<file path="src/rtl/uart_rx_if.sv">
// uart_rx_if: byte output channel of the UART receiver.
//   data_out       - received byte, LSB-aligned
//   data_out_valid - data_out and error flags valid, held until accepted
//   data_out_ready - consumer accepts when valid && ready
//   check_error    - parity mismatch for the byte on data_out
//   frame_error    - first stop bit sampled low for the byte on data_out
//   overrun_error  - one-cycle pulse, an unaccepted byte was overwritten
// master: the receiver side; slave: the byte consumer.
interface uart_rx_if;
  logic [7:0] data_out;
  logic       data_out_valid;
  logic       data_out_ready;
  logic       check_error;
  logic       frame_error;
  logic       overrun_error;

  modport master (
    output data_out, data_out_valid, check_error, frame_error, overrun_error,
    input  data_out_ready
  );

  modport slave (
    input  data_out, data_out_valid, check_error, frame_error, overrun_error,
    output data_out_ready
  );
endinterface

</file>
<file path="src/rtl/uart_rx.sv">
// uart_rx: UART receiver with mid-bit sampling, parity and stop checking.
// Frames on rx are deserialized using an internal bit-period counter
// (N = system_clk / band_rate clocks per bit) and presented on a
// valid/ready byte channel with per-byte error flags.
//   clk    - system clock
//   rst_n  - asynchronous active-low reset
//   rx_en  - receiver enable; low aborts any frame in progress
//   rx     - raw asynchronous UART line, idle high
//   out_if - byte output channel (uart_rx_if.master)
module uart_rx #(
  parameter int unsigned system_clk = 50_000_000,
  parameter int unsigned band_rate  = 9600,
  parameter int unsigned data_bits  = 8,
  parameter int unsigned check_mode = 1,
  parameter int unsigned stop_mode  = 0
) (
  input  logic        clk,
  input  logic        rst_n,
  input  logic        rx_en,
  input  logic        rx,
  uart_rx_if.master   out_if
);

  localparam int unsigned N  = system_clk / band_rate;
  localparam int unsigned CW = (N > 1) ? $clog2(N) : 1;
  localparam logic [CW-1:0] CNT_HALF = CW'(N / 2 - 1);
  localparam logic [CW-1:0] CNT_LAST = CW'(N - 1);
  localparam logic [2:0]    IDX_LAST = 3'(data_bits - 1);

  // Only the first stop bit is ever checked, so stop_mode has no effect
  // on the datapath beyond being a legal value.
  if (stop_mode > 2 || check_mode > 4 || data_bits < 5 || data_bits > 8 || N < 4) begin : g_bad_cfg
    $error("uart_rx: unsupported parameter set");
  end

  typedef enum logic [2:0] {
    S_IDLE,
    S_START,
    S_DATA,
    S_CHECK,
    S_STOP
  } state_t;

  logic          rx_meta, rx_s, rx_s_d;
  logic          fall;
  state_t        state, state_n;
  logic [CW-1:0] cnt, cnt_n;
  logic [2:0]    idx, idx_n;
  logic [7:0]    shift, shift_n;
  logic          chk_err, chk_err_n;
  logic          exp_par;
  logic          load;
  logic          frame_err_int;

  // Two-flop synchronizer plus one history flop for edge detection; all
  // reset to the idle line level so reset release never looks like a start.
  always_ff @(posedge clk or negedge rst_n) begin
    if (!rst_n) begin
      rx_meta <= 1'b1;
      rx_s    <= 1'b1;
      rx_s_d  <= 1'b1;
    end else begin
      rx_meta <= rx;
      rx_s    <= rx_meta;
      rx_s_d  <= rx_s;
    end
  end

  assign fall = rx_s_d & ~rx_s;

  always_comb begin
    case (check_mode)
      1:       exp_par = ^shift;
      2:       exp_par = ~^shift;
      4:       exp_par = 1'b1;
      default: exp_par = 1'b0;
    endcase
  end

  always_ff @(posedge clk or negedge rst_n) begin
    if (!rst_n) begin
      state   <= S_IDLE;
      cnt     <= '0;
      idx     <= '0;
      shift   <= '0;
      chk_err <= 1'b0;
    end else begin
      state   <= state_n;
      cnt     <= cnt_n;
      idx     <= idx_n;
      shift   <= shift_n;
      chk_err <= chk_err_n;
    end
  end

  always_comb begin
    state_n       = state;
    cnt_n         = cnt + 1'b1;
    idx_n         = idx;
    shift_n       = shift;
    chk_err_n     = chk_err;
    load          = 1'b0;
    frame_err_int = 1'b0;

    case (state)
      S_IDLE: begin
        cnt_n = '0;
        idx_n = '0;
        if (fall) state_n = S_START;
      end
      S_START: begin
        if (cnt == CNT_HALF) begin
          cnt_n = '0;
          if (rx_s) begin
            state_n = S_IDLE;
          end else begin
            state_n   = S_DATA;
            shift_n   = '0;
            chk_err_n = 1'b0;
          end
        end
      end
      S_DATA: begin
        if (cnt == CNT_LAST) begin
          cnt_n        = '0;
          shift_n[idx] = rx_s;
          idx_n        = idx + 1'b1;
          if (idx == IDX_LAST) begin
            idx_n   = '0;
            state_n = (check_mode != 0) ? S_CHECK : S_STOP;
          end
        end
      end
      S_CHECK: begin
        if (cnt == CNT_LAST) begin
          cnt_n     = '0;
          chk_err_n = (rx_s != exp_par);
          state_n   = S_STOP;
        end
      end
      S_STOP: begin
        if (cnt == CNT_LAST) begin
          cnt_n         = '0;
          load          = 1'b1;
          frame_err_int = ~rx_s;
          state_n       = S_IDLE;
        end
      end
      default: begin
        state_n = S_IDLE;
        cnt_n   = '0;
        idx_n   = '0;
      end
    endcase

    // Disable wins over everything above, including a completing frame.
    if (!rx_en) begin
      state_n = S_IDLE;
      cnt_n   = '0;
      idx_n   = '0;
      load    = 1'b0;
    end
  end

  always_ff @(posedge clk or negedge rst_n) begin
    if (!rst_n) begin
      out_if.data_out       <= '0;
      out_if.data_out_valid <= 1'b0;
      out_if.check_error    <= 1'b0;
      out_if.frame_error    <= 1'b0;
      out_if.overrun_error  <= 1'b0;
    end else begin
      out_if.overrun_error <= load & out_if.data_out_valid & ~out_if.data_out_ready;
      if (load) begin
        out_if.data_out       <= shift;
        out_if.check_error    <= chk_err;
        out_if.frame_error    <= frame_err_int;
        out_if.data_out_valid <= 1'b1;
      end else if (out_if.data_out_valid && out_if.data_out_ready) begin
        out_if.data_out_valid <= 1'b0;
      end
    end
  end

endmodule
</file>
<file path="src/flat_wrapper.sv">
// flat-port wrapper written by rule: the top's interface ports become plain ports
module uart_rx_flat 
#(
  parameter int unsigned system_clk = 50_000_000,
  parameter int unsigned band_rate  = 9600,
  parameter int unsigned data_bits  = 8,
  parameter int unsigned check_mode = 1,
  parameter int unsigned stop_mode  = 0
)
  (clk, rst_n, rx_en, rx, out_if_data_out, out_if_data_out_valid, out_if_check_error, out_if_frame_error, out_if_overrun_error, out_if_data_out_ready);
  uart_rx_if out_if_i ();
  input  logic clk;
  input  logic rst_n;
  input  logic rx_en;
  input  logic rx;
  output wire logic [$bits(out_if_i.data_out)-1:0] out_if_data_out;
  output wire logic [$bits(out_if_i.data_out_valid)-1:0] out_if_data_out_valid;
  output wire logic [$bits(out_if_i.check_error)-1:0] out_if_check_error;
  output wire logic [$bits(out_if_i.frame_error)-1:0] out_if_frame_error;
  output wire logic [$bits(out_if_i.overrun_error)-1:0] out_if_overrun_error;
  input wire logic [$bits(out_if_i.data_out_ready)-1:0] out_if_data_out_ready;
  assign out_if_data_out = out_if_i.data_out;
  assign out_if_data_out_valid = out_if_i.data_out_valid;
  assign out_if_check_error = out_if_i.check_error;
  assign out_if_frame_error = out_if_i.frame_error;
  assign out_if_overrun_error = out_if_i.overrun_error;
  assign out_if_i.data_out_ready = out_if_data_out_ready;
  uart_rx #(.system_clk(system_clk), .band_rate(band_rate), .data_bits(data_bits), .check_mode(check_mode), .stop_mode(stop_mode)) u_core (.clk(clk), .rst_n(rst_n), .rx_en(rx_en), .rx(rx), .out_if(out_if_i));
endmodule
</file>
<file path="config.mk">
export PLATFORM = sky130hd
export DESIGN_NAME = uart_rx_flat
export DESIGN_NICKNAME = d
export VERILOG_FILES = /design/src/rtl/uart_rx_if.sv /design/src/rtl/uart_rx.sv /design/src/flat_wrapper.sv
export SDC_FILE = /design/constraint.sdc
export NUM_CORES = 1
export LEC_CHECK = 0
export BUFFER_PORTS_ARGS = -buffer_cell sky130_fd_sc_hd__buf_2
export CAP_MARGIN = 20
export CORE_AREA = 2 2 58 81
export CTS_CLUSTER_DIAMETER = 80
export DETAILED_ROUTE_END_ITERATION = 10
export DIE_AREA = 0 0 60 83
export PLACE_DENSITY = 0.72
export SLEW_MARGIN = 20
export SYNTH_ARGS = -nofsm -noshare
export SYNTH_HDL_FRONTEND = slang
export SYNTH_SLANG_ARGS = --single-unit
</file>
<file path="constraint.sdc">
create_clock -name clk -period 5.1 [get_ports clk]
set_clock_uncertainty 0.2 [all_clocks]
set_input_delay 0 -clock clk [delete_from_list [all_inputs] [get_ports clk]]
set_output_delay 0 -clock clk [all_outputs]
set_load 0.005 [all_outputs]
</file>
-- Yosys cells after proc, flatten, opt, wreduce, memory -nomap -nowiden
Cells that the tools add are included.
- flip-flop bits (word level): 43
- input bits: 5
- add/subtract/negate cells: 2
- $lt $le $gt $ge: 2
- equality and inequality tests: 19
- muxes and demuxes: 35
- bitwise gates (word level): 5
- reduce and logical (&&, ||, !) cells: 13
- operator list (operator ; count):
    13-bit two-way mux ; 3
    3-bit two-way mux ; 10
    13-bit one-hot mux with 2 select lines ; 1
    8-bit two-way mux ; 3
    3-bit by 2-bit != test with 1-bit output, second input constant ; 6
    8-bit one-hot mux with 2 select lines ; 1
    3-bit one-hot mux with 5 select lines ; 1
    13-bit by 1-bit adder with 13-bit output, second input constant ; 1
    13-bit by 12-bit == test with 1-bit output, second input constant ; 1
    13-bit == test, second input constant ; 1
    1-bit two-way mux ; 11
    8-bit bitwise mux ; 1
    4-bit AND reduction ; 2
    8-bit parity ; 1
    3-bit by 2-bit == test with 1-bit output, second input constant ; 2
    3-bit == test, second input constant ; 2
    2-bit by 1-bit != test with 1-bit output, second input constant ; 3
    3-bit one-hot mux with 2 select lines ; 1
    6-bit AND reduction ; 1
    2-bit nonzero test ; 3
    3-bit OR reduction ; 2
    3-bit by 4-bit < comparator with 1-bit output, second input constant ; 1
    2-bit != test, second input constant ; 2
    3-bit by 1-bit adder with 3-bit output, second input constant ; 1
    11 further kinds ; 15

-- Logic depth before layout (Yosys ltp)
Gate-level depths: netlist (run 1).
- word-level depth: 7
- mapped depth: 7
- mapped depth without buffers: 6

-- Least setup slack after synthesis (run 1)
OpenSTA, ideal clock, no wires.
- kind: register to register
- start point: reg u_core.cnt[0]
- end point: reg u_core.out_if.check_error
- data arrival time: 1.598 ns
- required time: 4.775 ns
- slack: 3.177 ns
- cell stages (with the launch flop): 7
- cell sequence: dfrtp_1 > ha_1 > and2_1 > and4_4 > nand3_4 > buf_6 > mux2_4
- word-level cells in the longest chain between the ends: 4
- RTL lines (what ; RTL line ; text):
    start, declared ; uart_rx.sv:47 ; logic [CW-1:0] cnt, cnt_n;
    start signal, assigned ; uart_rx.sv:89 ; cnt <= cnt_n;
    13-bit == test ; uart_rx.sv:142 ; if (cnt == CNT_LAST) begin
    1-bit two-way mux ; uart_rx.sv:142 ;
    1-bit two-way mux ; uart_rx.sv:105 ; case (state)
    1-bit two-way mux ; uart_rx.sv:157 ; if (!rx_en) begin
    end signal, assigned ; uart_rx.sv:176 ; out_if.check_error <= chk_err;
    end, declared ; uart_rx_if.sv:18 ; output data_out, data_out_valid, check_error, frame_error, overrun_error,
No other way between the ends.
A chain may end at the register's enable or synchronous reset.

-- Final worst setup path (run 1)
- start point: reg u_core.cnt[0]
- end point: reg u_core.out_if.overrun_error
- word-level cells in the longest chain between the ends: 6
- RTL lines (what ; RTL line ; text):
    13-bit == test ; uart_rx.sv:142 ;
    1-bit two-way mux ; uart_rx.sv:142 ;
    1-bit two-way mux ; uart_rx.sv:105 ;
    1-bit two-way mux ; uart_rx.sv:157 ;
    1-bit AND (2 in series) ; uart_rx.sv:173 ; out_if.overrun_error <= load & out_if.data_out_valid & ~out_if.data_out_ready;
    end signal, assigned ; uart_rx.sv:173 ;
    end, declared ; uart_rx_if.sv:18 ;
No other way between the ends.

==> summary.md, run 1 <==
| Metric | Value |
|---|---|
| Post-synthesis register bit count | `43` |
| Area leader, netlist | `dfrtp_1` |
| Startpoint Class | `flop` |
| Post-route antenna net violation count | `0` |
| 1st-iter DRT viols | `142` |
| Actual slew at the worst max-slew pin | `919 ps` |
| Largest net degree at the start of global routing | `44` |
| Hold Path Class | `in2reg` |
| Fraction of registers with async set or reset after synthesis | `100%` |
| Slowest stage delay, CP | `540 ps` |
| Post-synthesis sequential area ratio | `47.7%` |
| Layout cells sized above 1 | `18.6%` |
| Ant diodes | `0` |
| Dpl hpwl | `2790 um` |
| Rows | `28` |
| Buffers on Ports | `16` |
| Synthesized area | `2260 um^2` |
| Multi-input gate area | `1110 um^2` |
| Setup-failing EPs final | `0` |
| CP max stage cell | `dlygate4sd3_1` |
| Root Buffer | `clkbuf_8` |
| # IOs | `17` |
| WS Path Type | `reg2reg` |
| Final #Nets | `244` |
| Arrival time at the worst endpoint | `2320 ps` |
| Critical Path RT | `5130 ps` |
| Synth Net Count | `226` |
| Total power | `0.676 mW` |
| CTS resizes | `0` |
| Register area | `1080 um^2` |
| Number of enable flip-flop cells after synthesis | `0` |
| Min cycle time layout | `2290 ps` |
| CTS buffer count | `5` |
| Vias in the first global route | `1,489` |
| Clk slew on worst S/H paths | `80 ps` |
| Gr usage total | `17.7%` |
| CORE AREA | `4240 um^2` |
| Most common cell after layout, fill and taps aside | `dfrtp_1` |
| Worst Setup End Kind | `flop` |
| Static Leak | `1.12 nW` |
| VDD IR max | `0.181 mV` |
| CTS sink count | `43` |
| Netlist cell types | `49` |
| Area share of the largest cell type after synthesis | `44.2%` |
| Max-Cap Viols | `0` |
| Drc violations | `0` |
| Cells after synthesis | `218` |
| Wire length per cell | `13.1 um` |
| Relative slew margins | `38.8%` |
| Starting Density | `53.4%` |
| FMAX | `436 MHz` |
| Routed vias/inst | `5.44` |
| Unrepaired setup endpoints after global routing | `false` |
| Via count | `1,615` |
| Htree depth | `2` |
| Grt ovf | `0` |
| Initial antenna violation count | `0` |
| Die W | `60 um` |
| First-pass GRT wire length | `6890 um` |
| Final period util | `44.9%` |
| Number of fill cells | `362` |
| Layout Area Growth over Synthesis | `12.4%` |
| Top FF cell, synth | `dfrtp_1` |
| CP max FO | `7` |
| Pwr Density | `266 nW/um^2` |
| Clock buffer depth | `2` |
| Max Slew Vio Count | `0` |
| Synth top area cells | `dfrtp_1 44%, mux2_4 4.6%, xnor2_1 4.6%` |
| Yosys warns | `0` |
| First drt pass iteration count | `5` |
| Status | `finished clean` |
| Avg Inst Size Synth | `10.4 um^2` |
| TritonCTS clock tree | `built` |
| Clk_lat worst skew | `290 ps` |
| GPL Wtd Cong | `0.851` |
| Routed wire length | `3900 um` |
| Setup TNS | `0 ps` |
| Commonest cells after routing, fill and taps aside | `40 x dfrtp_1, 23 x nor2_1, 17 x nand2_1` |
| Cell Chain, Critical Path | `ha_1, nand4b_1, nor4_1, and4b_1, nand3_1, nor2_1, dlygate4sd3_1` |
| Fin. Hold Viols | `0` |
| Die Height | `83 um` |
| Die Area | `4980 um^2` |
kinds of logic after synthesis:
logic type                 share of synthesized area (%)
AOI/OAI and AO/OA                                   12.3
xor gates and xnor gates                            7.35
adders and majority gates                           1.66
buffers and inverters                               3.32
DFF                                                 47.7
muxes                                               5.64
and+or+nand+nor                                     22.0
cell usage after synthesis, drive strengths merged (2+ instances only):
library cell	n
dfrtp	40
nor2	24
nand2	17
nand3	17
a31oi	14
xnor2	12
o21ai	10
mux2	9
a21oi	8
xor2	7
clkbuf	6
inv	5
nor2b	5
buf	4
nand4	4
a41oi	3
and2	3
dfstp	3
ha	3
a21boi	2
and4	2
and4b	2
nand2b	2
nor3	2
nor4b	2
report_power, final:
group	total, mW	switching (mW)	internal, mW
Clock	0.310	0.114	0.196
Combinational	0.0202	0.0134	0.00682
Sequential	0.346	0.00268	0.344
final cells by class:
cell class              instances  area share, %
clock buffers                   6           2.85
well taps                      60           2.95
multi-input cells             160           43.6
clock inverters                 2           2.36
repair buffers                 21           5.11
flip-flops and latches         43           42.4
inverters                       5          0.737
path summary, 6_finish.rpt:
path	from	endpoint	slack, ps	cells past startpoint
max	u_core.cnt[0]$_DFF_PN0_	u_core.out_if.overrun_error$_DFF_PN0_	2810	7
min	rx	u_core.rx_meta$_DFF_PN1_	140	2
max reg2reg	u_core.cnt[0]$_DFF_PN0_	u_core.out_if.overrun_error$_DFF_PN0_	2810	7
min reg2reg	u_core.rx_meta$_DFF_PN1_	u_core.rx_s$_DFF_PN1_	160	0
max in group asynchronous	rst_n	u_core.cnt[10]$_DFF_PN0_	3960	2
min in group asynchronous	rst_n	u_core.cnt[4]$_DFF_PN0_	180	2
stage by stage:
| step | hold WS, ps | util [%] | worst slack [ps] | cells | cell area, um^2 |
|---|---|---|---|---|---|
| final | 141 | 60.0 | 2810 | 297 | 2540 |
| after CTS | 131 | 60.0 | 2800 | 297 | 2540 |
| after global placement | -94.0 | 55.7 | 3010 | 284 | 2360 |
| after detailed placement | -93.8 | 55.7 | 2960 | 284 | 2360 |
| after global routing | 141 | 60.0 | 2700 | 297 | 2540 |
| after floorplan | -496 | - | 3180 | 218 | 2260 |
routing by layer:
layer / vias up / GRT usage [%] / wire (um)
met5: - / 0 / 0
met3: 10 / 4.05 / 115
met2: 34 / 28.1 / 1960
li1: 814 / - / -
met4: 0 / 7.68 / 85
met1: 757 / 22.3 / 1750
flip-flops by register name (all words and copies together) (netlist names):
name and flops:
u_core.rx_s_d 1, u_core.idx 3, u_core.shift 8, u_core.out_if.data_out_valid 1, u_core.chk_err 1, u_core.state 3, u_core.out_if.frame_error 1, u_core.rx_s 1
u_core.rx_meta 1, u_core.cnt 13, u_core.out_if.data_out 8, u_core.out_if.overrun_error 1, u_core.out_if.check_error 1
worst max-delay path, delay by kind of cell (launching register included):
| family | cells | cell delay (ps) |
|---|---|---|
| simple gates | 5 | 800 |
| fa+ha+maj | 1 | 300 |
| flops | 1 | 390 |
| buf+inv | 1 | 540 |
timing repair:
item                                   4_1_cts  5_1_grt
buffers inserted                             0        0
endpoints found under the hold margin       49        0
hold buffers                                 5        0
(Power assumes the default switching activity.)
==> inputs of run 2 (changes only) <==
Settings changed: CORE_AREA 2 2 58 81 to 2 2 59 83, DIE_AREA 0 0 60 83 to 0 0 61 85.
Clock period 5.1 ns to 1.9 ns, I/O delays scaled along.
==> summary.md, run 2 (same netlist as run 1, synthesis figures left out) <==
| Metric | Value |
|---|---|
| CP max stage cell | `dfrtp_1` |
| Cell internal pwr | `1.38 mW` |
| Switching Share | `20.9%` |
| Status | `complete, but fails checks` |
| Critical Path RT | `1880 ps` |
| Cell Chain, Critical Path | `buf_6, and4b_1, buf_4, nand4_4, a221o_1, nand3_1, o21ai_2` |
| Crit-path leading delay family | `simple AND/OR/NAND/NOR gates` |
| Commonest cells after routing, fill and taps aside | `43 x buf_4, 40 x dfrtp_1, 22 x nor2_1` |
| Post-Place Cell Area | `2630 um^2` |
| Static Leak | `1.40 nW` |
| GPL Wtd Cong | `0.791` |
| Largest net degree at the start of global routing | `29` |
| Die Area | `5190 um^2` |
| Max-Cap Viols | `0` |
| Fin. Hold Viols | `0` |
| Startpoint Class | `flop` |
| Reg-to-Reg Start | `u_core.cnt[6]$_DFF_PN0_` |
| Initial antenna violation count | `0` |
| # IOs | `17` |
| Min cycle time layout | `1910 ps` |
| Gr usage total | `22.0%` |
| Wire length per cell | `15.1 um` |
| Via count | `1,921` |
| Clock buffer depth | `2` |
| CP Launch Point | `u_core.cnt[6]$_DFF_PN0_` |
| Actual slew at the worst max-slew pin | `621 ps` |
| Dpl hpwl | `3430 um` |
| Non-filler instance count after layout | `347` |
| Setup TNS | `-6.37 ps` |
| Unrepaired setup endpoints after global routing | `true` |
| WS Path Type | `reg2reg` |
| Max reg flops | `13` |
| 1st-iter DRT viols | `101` |
| First drt pass iteration count | `4` |
| Routed wire length | `5220 um` |
| Die W | `61 um` |
| TritonCTS clock tree | `built` |
| CTS buffer count | `5` |
| First-pass GRT wire length | `8440 um` |
| Total power | `1.75 mW` |
| Utilization after layout | `67.1%` |
| Grt ovf | `0` |
| Most common cell after layout, fill and taps aside | `buf_4` |
| Clk_lat worst skew | `300 ps` |
| Layout Area Growth over Synthesis | `32.3%` |
| CTS sink count | `43` |
| Design Area, Final | `2990 um^2` |
| Max Slew Vio Count | `0` |
| Failing checks | `setup timing` |
| Vias in the first global route | `1,859` |
| Combinational Power Share | `4.6%` |
| Relative slew margins | `58.6%` |
| Root Buffer | `clkbuf_8` |
| Biggest register | `u_core.cnt` |
| Arrival time at the worst endpoint | `1890 ps` |
| Die Height | `85 um` |
| Drc violations | `0` |
| Routed vias/inst | `5.54` |
| Starting Density | `50.7%` |
| FMAX | `525 MHz` |
| Clk slew on worst S/H paths | `80 ps` |
| Setup slack, reg-to-reg | `-6 ps` |
| Pwr Density | `584 nW/um^2` |
| Htree depth | `2` |
| Register share of total power | `53.2%` |
| CP max FO | `7` |
| CORE AREA | `4460 um^2` |
| Ant diodes | `0` |
| Biggest regs | `u_core.cnt (13), u_core.out_if.data_out (8), u_core.shift (8)` |
| Slowest stage delay, CP | `410 ps` |
| Post-route antenna net violation count | `0` |
| Worst Setup End Kind | `flop` |
| Sw Pwr | `0.366 mW` |
| Buffers on Ports | `16` |
| Setup-failing EPs final | `1` |
| Hold Path Class | `in2async` |
| Rows | `29` |
| Layout cells sized above 1 | `35.4%` |
| DP Cell Count | `321` |
| Number of fill cells | `326` |
| Buf/Inv on CP | `2` |
| Final period util | `100%` |
| VDD IR max | `0.461 mV` |
| Clk network pwr share | `42.2%` |
| Final worst slack | `-6.37 ps` |
| Final #Nets | `292` |
-- run 2: area by class of cell --
cell class	count	area [um^2]	share of cell area, %
inverters	5	18.8	0.627
well taps	62	77.6	2.59
multi-input cells	161	1180	39.4
clock inverters	2	35.0	1.17
clock buffers	6	82.6	2.76
flip-flops and latches	43	1080	36.1
repair buffers	68	522	17.4
-- run 2: per-layer routing --
| metal | vias up | global-route usage, % | wire, um |
|---|---|---|---|
| li1 | 915 | - | - |
| met1 | 943 | 24.9 | 2030 |
| met2 | 50 | 37.5 | 2890 |
| met3 | 13 | 4.88 | 142 |
| met4 | 0 | 11.3 | 159 |
| met5 | - | 0 | 0 |
-- run 2: what timing repair did --
action                                  CTS  global route
endpoints found under the setup margin   31            36
gates resized for setup                   6             7
pin swaps                                 4            13
hold buffers                              4             0
hold endpoints to repair                 53             0
setup buffers                             6             6
gates cloned                              1             1
-- run 2: worst reg2reg max path: stages (launching register included) --
cell and delay [ps]:
dfrtp_1 410, buf_6 120, and4b_1 220, buf_4 130
nand4_4 150, a221o_1 400, nand3_1 110, o21ai_2 70
-- run 2: path summary, 6_finish.rpt --
path / to / cells past startpoint
max: u_core.idx[0]$_DFFE_PN0P_ / 7
min: u_core.out_if.data_out_valid$_DFFE_PN0P_ / 2
max reg2reg: u_core.idx[0]$_DFFE_PN0P_ / 7
min reg2reg: u_core.rx_s$_DFF_PN1_ / 0
max in group asynchronous: u_core.out_if.data_out[7]$_DFFE_PN0P_ / 3
min in group clk: u_core.rx_meta$_DFF_PN1_ / 2
-- run 2: through the flow --
stage	setup WS, ps	hold WS, ps
CTS	-15.3	63.0
global route	-112	95.7
finish	-6.37	36.7
global placement	-92.3	-152
detailed placement	-168	-148
floorplan	-6.87	-496
-- run 2: power groups by stage --
stage               clock network [mW]  registers [mW]  logic [mW]
floorplan                            0           0.946      0.0246
global placement                     0           0.947      0.0591
detailed placement                   0           0.948      0.0599
CTS                              0.750           0.930      0.0740
global route                     0.803           0.931      0.0893
finish                           0.738           0.930      0.0803
==> inputs of run 3 (changes only) <==
Settings changed: TNS_END_PERCENT set to 10.
==> summary.md, run 3 (same netlist as run 1, synthesis figures left out) <==
| Metric | Value |
|---|---|
| Layout Area Growth over Synthesis | `30.6%` |
| # IOs | `17` |
| Arrival time at the worst endpoint | `1900 ps` |
| Max Slew Vio Count | `0` |
| Gr usage total | `21.7%` |
| R2R Path End | `u_core.idx[0]$_DFFE_PN0P_` |
| CP max FO | `7` |
| Ant diodes | `0` |
| Cell Chain, Critical Path | `nor4b_4, buf_4, nand4_4, a221o_1, nand3_1, o21ai_2` |
| Grt ovf | `0` |
| Via count | `1,895` |
| Htree depth | `2` |
| Max reg flops | `13` |
| Relative slew margins | `58.6%` |
| Final period util | `101%` |
| Root Buffer | `clkbuf_8` |
| Most common cell after layout, fill and taps aside | `buf_4` |
| Setup-failing EPs final | `2` |
| Initial antenna violation count | `0` |
| Biggest register | `u_core.cnt` |
| 1st-iter DRT viols | `111` |
| Max-Cap Viols | `0` |
| Starting Density | `50.7%` |
| Final worst slack | `-16.2 ps` |
| FMAX | `522 MHz` |
| Buf/Inv on CP | `1` |
| Final #Nets | `288` |
| Die W | `61 um` |
| Die Area | `5190 um^2` |
| R2R depth | `6` |
| Clk slew on worst S/H paths | `80 ps` |
| Worst Setup End Kind | `flop` |
| Unrepaired setup endpoints after global routing | `true` |
| Buffers on Ports | `16` |
| Vias in the first global route | `1,840` |
| Clk_lat worst skew | `300 ps` |
| Routed vias/inst | `5.52` |
| Slowest stage delay, CP | `410 ps` |
| Wire length per cell | `14.9 um` |
| CP max stage cell | `dfrtp_1` |
| VDD IR max | `0.458 mV` |
| DP Cell Count | `321` |
| Total power | `1.75 mW` |
| Critical Path RT | `1880 ps` |
| Min cycle time layout | `1920 ps` |
| Actual slew at the worst max-slew pin | `622 ps` |
| Hold Path Class | `in2async` |
| Startpoint Class | `flop` |
| Non-filler instance count after layout | `343` |
| CTS buffer count | `5` |
| Pwr Density | `591 nW/um^2` |
| DP Worst Slack | `-168 ps` |
| Setup slack, reg-to-reg | `-20 ps` |
| Commonest cells after routing, fill and taps aside | `41 x buf_4, 40 x dfrtp_1, 22 x nor2_1` |
| First drt pass iteration count | `5` |
| Failing checks | `setup timing` |
| TritonCTS clock tree | `built` |
| Die Height | `85 um` |
| Post-route antenna net violation count | `0` |
| Largest net degree at the start of global routing | `29` |
| CTS sink count | `43` |
| WS Path Type | `reg2reg` |
| Setup TNS | `-24.3 ps` |
| Static Leak | `1.38 nW` |
| Dpl hpwl | `3430 um` |
| Clock buffer depth | `2` |
| Biggest regs | `u_core.cnt (13), u_core.out_if.data_out (8), u_core.shift (8)` |
| Status | `complete, but fails checks` |
| Crit-path leading delay family | `simple AND/OR/NAND/NOR gates` |
| Layout cells sized above 1 | `34.5%` |
| CORE AREA | `4460 um^2` |
| First-pass GRT wire length | `8340 um` |
| GPL Wtd Cong | `0.791` |
| Rows | `29` |
| Drc violations | `0` |
| Routed wire length | `5110 um` |
| Fin. Hold Viols | `0` |
| Reg-to-Reg Start | `u_core.cnt[11]$_DFF_PN0_` |
run 3: layer usage:
metal | wire length, um | GRT usage (%) | up-vias | share of wire [%]
met4 | 180 | 11.5 | 0 | 3.5
met3 | 164 | 5.03 | 16 | 3.2
met2 | 2800 | 36.7 | 45 | 55
met1 | 1970 | 24.6 | 929 | 38
met5 | 0 | 0 | - | 0
li1 | - | - | 905 | -
run 3: area by class of cell:
type	count	area (um^2)
clock inverter	2	35.0
multi-input combinational	161	1180
sequential	43	1080
tap	62	77.6
fill	330	1510
inverter	5	18.8
timing repair buffer	64	484
clock buffer	6	82.6
run 3: worst reg2reg max path, cell delays in order (launching register included):
cell and delay (ps):
dfrtp_1 410, nor4b_4 300, buf_4 160, nand4_4 150, a221o_1 410, nand3_1 100
o21ai_2 70
run 3: worst max path at each step:
stage | startpoint | to | slack, ps | cells past startpoint
after floorplan | u_core.cnt[11]$_DFF_PN0_ | u_core.out_if.check_error$_DFFE_PN0P_ | -7 | 5
final | u_core.cnt[11]$_DFF_PN0_ | u_core.idx[0]$_DFFE_PN0P_ | -20 | 6
after global placement | u_core.cnt[11]$_DFF_PN0_ | u_core.cnt[10]$_DFF_PN0_ | -90 | 5
after CTS | u_core.cnt[5]$_DFF_PN0_ | u_core.out_if.check_error$_DFFE_PN0P_ | -20 | 4
after global routing | u_core.cnt[11]$_DFF_PN0_ | u_core.shift[3]$_DFFE_PN0P_ | -110 | 7
after detailed placement | u_core.cnt[11]$_DFF_PN0_ | u_core.cnt[5]$_DFF_PN0_ | -170 | 5
run 3: repair_timing:
| action | CTS | global route |
|---|---|---|
| hold buffers | 4 | 0 |
| setup buffers | 2 | 6 |
| gates cloned | 1 | 1 |
| resized for setup | 5 | 6 |
| pin swaps | 4 | 14 |
| endpoints found under the hold margin | 53 | 0 |
| endpoints found under the setup margin | 31 | 37 |
run 3: power breakdown:
| group | switching (mW) | internal [mW] | total (mW) |
|---|---|---|---|
| Clock | 0.312 | 0.425 | 0.737 |
| Combinational | 0.0461 | 0.0346 | 0.0807 |
| Sequential | 0.00718 | 0.923 | 0.930 |
run 3: metrics by stage:
stage                     instance area [um^2]  utilization (%)  hold slack [ps]
after floorplan                           2270                -             -496
after global placement                    2630             58.9             -152
after detailed placement                  2630             58.9             -148
after CTS                                 2860             64.0             63.0
after global routing                      2960             66.2             95.7
final                                     2960             66.2             39.7
